[config.mk]
export PLATFORM = sky130hd
export DESIGN_NAME = timer_arbiter
export DESIGN_NICKNAME = d
export VERILOG_FILES = /design/src/rtl/timer_arbiter.sv
export SDC_FILE = /design/constraint.sdc
export NUM_CORES = 1
export LEC_CHECK = 0
export CAP_MARGIN = 20
export CORE_AREA = 3 3 55 57
export CTS_BUF_LIST = sky130_fd_sc_hd__clkbuf_8
export DETAILED_ROUTE_END_ITERATION = 16
export DIE_AREA = 0 0 58 60
export GPL_TIMING_DRIVEN = 0
export PLACE_DENSITY = 0.67
export RECOVER_POWER = 100
export SETUP_SLACK_MARGIN = 0.1
export SLEW_MARGIN = 20
export SYNTH_ARGS = -nofsm -noshare
export SYNTH_HDL_FRONTEND = slang
export SYNTH_SLANG_ARGS = --single-unit
[constraint.sdc]
create_clock -name clk -period 2 [get_ports clk]
set_input_delay 0.4 -clock clk [delete_from_list [all_inputs] [get_ports clk]]
set_output_delay 0.4 -clock clk [all_outputs]
set_load 0.005 [all_outputs]
[src/rtl/timer_arbiter.sv]
// Round-robin arbiter sharing one timer_input counter among N requesters.
// Latches the winner's duration onto the timer, gates en with tick, and acks on done.
module timer_arbiter #(
    parameter int N    = 4,
    parameter int BITS = 4,
    parameter int IDW  = $clog2(N)
) (
    input  logic              clk,
    input  logic              rst,
    input  logic              tick,
    input  logic [N-1:0]      req,
    input  logic [N*BITS-1:0] dur,
    output logic [N-1:0]      ack,
    output logic              busy,
    output logic [IDW-1:0]    grant_id,
    output logic              tmr_en,
    output logic [BITS-1:0]   tmr_final,
    input  logic              tmr_done
);

    typedef enum logic [1:0] {IDLE, RUN, ACK} state_t;

    state_t            state, state_next;
    logic [IDW-1:0]    last, last_next;
    logic [IDW-1:0]    grant_next;
    logic [IDW-1:0]    winner;
    logic [IDW-1:0]    cand;
    logic              found;
    logic [BITS-1:0]   winner_dur;
    logic [BITS-1:0]   final_next;
    logic [N-1:0]      ack_next;
    logic              busy_next;

    // Search starts just after the last completed grant and wraps around.
    always_comb begin
        winner = '0;
        found  = 1'b0;
        cand   = '0;
        for (int k = 1; k <= N; k++) begin
            cand = IDW'((int'(last) + k) % N);
            if (!found && req[cand]) begin
                winner = cand;
                found  = 1'b1;
            end
        end
    end

    always_comb begin
        winner_dur = '0;
        for (int i = 0; i < N; i++) begin
            if (IDW'(i) == winner) begin
                winner_dur = dur[i*BITS +: BITS];
            end
        end
    end

    always_comb begin
        state_next = state;
        ack_next   = '0;
        grant_next = grant_id;
        final_next = tmr_final;
        last_next  = last;
        tmr_en     = 1'b0;
        case (state)
            IDLE: begin
                if (found) begin
                    grant_next = winner;
                    final_next = winner_dur;
                    state_next = RUN;
                end
            end
            RUN: begin
                // done without tick is ignored: the timer only wraps on an enabled edge.
                tmr_en = tick;
                if (tick && tmr_done) begin
                    state_next         = ACK;
                    ack_next[grant_id] = 1'b1;
                    last_next          = grant_id;
                end
            end
            ACK: begin
                state_next = IDLE;
            end
            default: begin
                state_next = IDLE;
            end
        endcase
        busy_next = (state_next != IDLE);
    end

    always_ff @(posedge clk or posedge rst) begin
        if (rst) begin
            state     <= IDLE;
            ack       <= '0;
            busy      <= 1'b0;
            grant_id  <= '0;
            tmr_final <= '0;
            last      <= IDW'(N - 1);
        end else begin
            state     <= state_next;
            ack       <= ack_next;
            busy      <= busy_next;
            grant_id  <= grant_next;
            tmr_final <= final_next;
            last      <= last_next;
        end
    end

endmodule
==> flow_metrics.tcl <==
set metrics [dict create \
    intPower_uw 861.1 \
    start_kind "flop" \
    grt_pass1_wl_microns 3042 \
    synth_top_area_cell "dfrtp_1" \
    fin_ws_ns 0.1286 \
    tightest_slew_ns 0.6674 \
    setup_viol 0 \
    slew_violations 0 \
    first_pass_iters 4 \
    start_util_pct 30.61 \
    rows 18 \
    min_path_type "reg2reg" \
    htreeDepth 1 \
    synthCells 75 \
    r2r_slack_ns 0.13 \
    cts_hold_buf 0 \
    viasPerCell 5.109 \
    drc 0 \
    path_class "reg2reg" \
    portBuffers 35 \
    die_y_microns 60 \
    yosysUniqueCellTypes 24 \
    end_kind "flop" \
    antenna_found_initial 0 \
    drt_wl_total_microns 1929 \
    place_area_sq_mm 0.001160 \
    synth.area.top_cells "dfrtp_1 42%, mux2i_1 10%, dfstp_2 6.8%, nor2_1 6.3%, a221o_2 4.4%" \
    insertion_delay_ns 0.25 \
    peakVddDrop_mv 0.4773 \
    synth-seq-area-share_pct 48.95 \
    cts_buffer_depth 2 \
    powerDensity_mw_per_mm2 989.4 \
    gp_congestion 0.7027 \
    seqPwrFrac_pct 38.2 \
    dp_hpwl_microns 1380 \
    dp_slack_ns -0.4259 \
    hold_path_depth 1 \
    grt_overflow_total 0 \
    fin_crit_sh_pct 93.57 \
    tritoncts "done" \
    clk_pin_slew_ns 0.06 \
    dieArea_sq_mm 0.003480 \
    maxSlewHeadroom_pct 55.51 \
    crit_arrival_ns 2.00 \
    grt_max_degree 16 \
    dieWidth_microns 58 \
    ios 36 \
    first_global_vias 717 \
    fill_cells 259 \
    numCtsBuffers 3 \
    syn2layout_area_growth_pct 64.83 \
    status "complete, no violations" \
    drt_iter0_drc 10 \
    netlist.area_leader.share_pct 42.14 \
    wl_per_cell_microns 13.12 \
    critPathRequiredTime_ns 2.13 \
    period_needed_ns 1.871 \
    combPwrFrac_pct 43.1 \
    cap_violations 0 \
    power_switching_uw 397.9 \
    track_usage_pct 11.72 \
    ant_nets 0 \
    p_leak_uw 0.0005653 \
    cts_root_buf "clkbuf_8" \
    drive_above_1_share_pct 20.51 \
    clock.fmax_mhz 534.3 \
    syn_area_per_cell_sq_um 10.29 \
    coreArea_sq_mm 0.002522 \
    timing.rr.start "last[1]$_DFFE_PP1P_" \
    hold_violations 0 \
    fin_cells 147 \
    r2r.worst_path.cells 6 \
    rsz0062_at_grt "yes" \
    rr_endpoint "tmr_final[2]$_DFFE_PP0P_" \
    switching_share_pct 31.60 \
    dp.cells 140 \
    clock_skew_ns 0.002366 \
    yosysWarnings 0 \
    ys_ff_latch 15 \
    hold_start "state[1]$_DFF_PP0_" \
    synthesis.nets 99 \
    fin_area_sq_mm 0.001272 \
    crit_fanout 5 \
    holdPathEnd "busy$_DFF_PP0_" \
    p_clk_share_pct 18.7 \
    clock-sinks 15 \
    antenna_cells 0 \
    final_net_count 142 \
    syn_area_sq_um 772.0 \
    vias 751 \
]
==> power by group through the flow <==
stage                     clock [uW]  combinational [uW]  sequential (uW)
final                            235                 542              482
after global routing             261                 588              494
after CTS                        245                 506              481
after detailed placement           0                 479              477
after global placement             0                 470              483
after floorplan                    0                 246              471
==> kinds of logic (layout without fill, tap and decap cells) <==
logic type	Yosys count	count (layout)	share of synthesized area, %
buffers and inverters	6	48	3.889
flip-flops	15	15	48.95
AND/OR/NAND/NOR	33	33	21.07
multiplexers	8	8	10.37
AO/OA/AOI/OAI	13	13	15.72
==> worst max path at each step <==
stage | startpoint | endpoint | slack, ns | cells past startpoint
CTS | last[1]$_DFFE_PP1P_ | tmr_final[1]$_DFFE_PP0P_ | 0.11 | 6
global placement | req[1] | tmr_final[1]$_DFFE_PP0P_ | -0.39 | 7
detailed placement | req[1] | tmr_final[2]$_DFFE_PP0P_ | -0.43 | 7
finish | last[1]$_DFFE_PP1P_ | tmr_final[2]$_DFFE_PP0P_ | 0.13 | 6
global route | last[1]$_DFFE_PP1P_ | tmr_final[3]$_DFFE_PP0P_ | 0.04 | 6
floorplan | req[0] | tmr_final[0]$_DFFE_PP0P_ | 0.18 | 6
==> what timing repair did <==
action | CTS | global route
setup endpoints to repair | 5 | 4
cloned | 1 | 0
pin swaps | 3 | 4
resized for setup | 9 | 15
buffers inserted | 1 | 1
==> stage by stage <==
| stage | util (%) | hold WS [ns] | TNS, ns | total power, uW |
|---|---|---|---|---|
| 2_1_floorplan | - | 0.3000 | 0 | 717.1 |
| 3_3_place_gp | 45.98 | 0.4776 | -1.544 | 953.1 |
| 3_5_place_dp | 45.98 | 0.4836 | -1.726 | 956.3 |
| 4_1_cts | 48.46 | 0.5009 | 0 | 1232 |
| 5_1_grt | 50.45 | 0.5301 | 0 | 1343 |
| 6_report | 50.45 | 0.4940 | 0 | 1259 |
==> worst max-delay path: stages (launching register included) <==
cell      delay [ns]
dfstp_2         0.57
nor3b_2         0.06
a311oi_2        0.26
buf_6           0.20
mux2i_4         0.26
a211oi_2        0.09
a221o_2         0.31
==> layer usage <==
metal | track usage (%) | wire (microns) | up-vias
li1 | - | - | 356
met1 | 13.15 | 800 | 350
met5 | 0 | 0 | -
met3 | 3.456 | 165 | 7
met2 | 18.71 | 872 | 38
met4 | 8.940 | 91 | 0
==> area by class of cell <==
type / count / area (sq um) / share of cell area [%]
clock inverters: 1 / 3.754 / 0.2950
inverters: 4 / 15.01 / 1.180
repair buffers: 38 / 356.6 / 28.02
well taps: 30 / 37.54 / 2.950
plain buffers: 2 / 18.77 / 1.475
flip-flops and latches: 15 / 377.9 / 29.70
multi-input cells: 54 / 421.7 / 33.14
clock buffers: 3 / 41.29 / 3.245
==> cell usage in the layout (no fill, tap or decap), types with 2 or more instances in the layout <==
master / instances
clkdlybuf4s50_1: 16
dlygate4sd3_1: 14
dfrtp_1: 13
nor2_1: 12
nand2_1: 8
inv_1: 5
mux2i_1: 5
buf_4: 3
a221o_2: 3
clkbuf_8: 3
and3_1: 2
a211oi_1: 2
mux2i_4: 2
a211oi_2: 2
dlygate4sd2_1: 2
dfstp_2: 2
==> registers in the layout (all words and copies together), names as in the netlist <==
| register | flops |
|---|---|
| grant_id | 2 |
| tmr_final | 4 |
| busy | 1 |
| state | 2 |
| ack | 4 |
| last | 2 |
==> Yosys cell counts <==
library cell,instances
dfstp_2,2
a221oi_1,1
or3_1,1
nor3b_1,2
and2_1,1
dfrtp_1,13
o21ai_0,1
buf_4,2
mux2i_1,8
a221o_1,1
and3_1,2
a311oi_1,2
a211oi_1,4
nor3_1,1
and3b_1,1
or2_1,1
o32ai_2,1
nand2_2,1
inv_1,4
nand2b_1,2
a221o_2,3
nand4b_1,1
nor2_1,13
nand2_1,7
No activity file was read; power rests on OpenSTA's default activity.
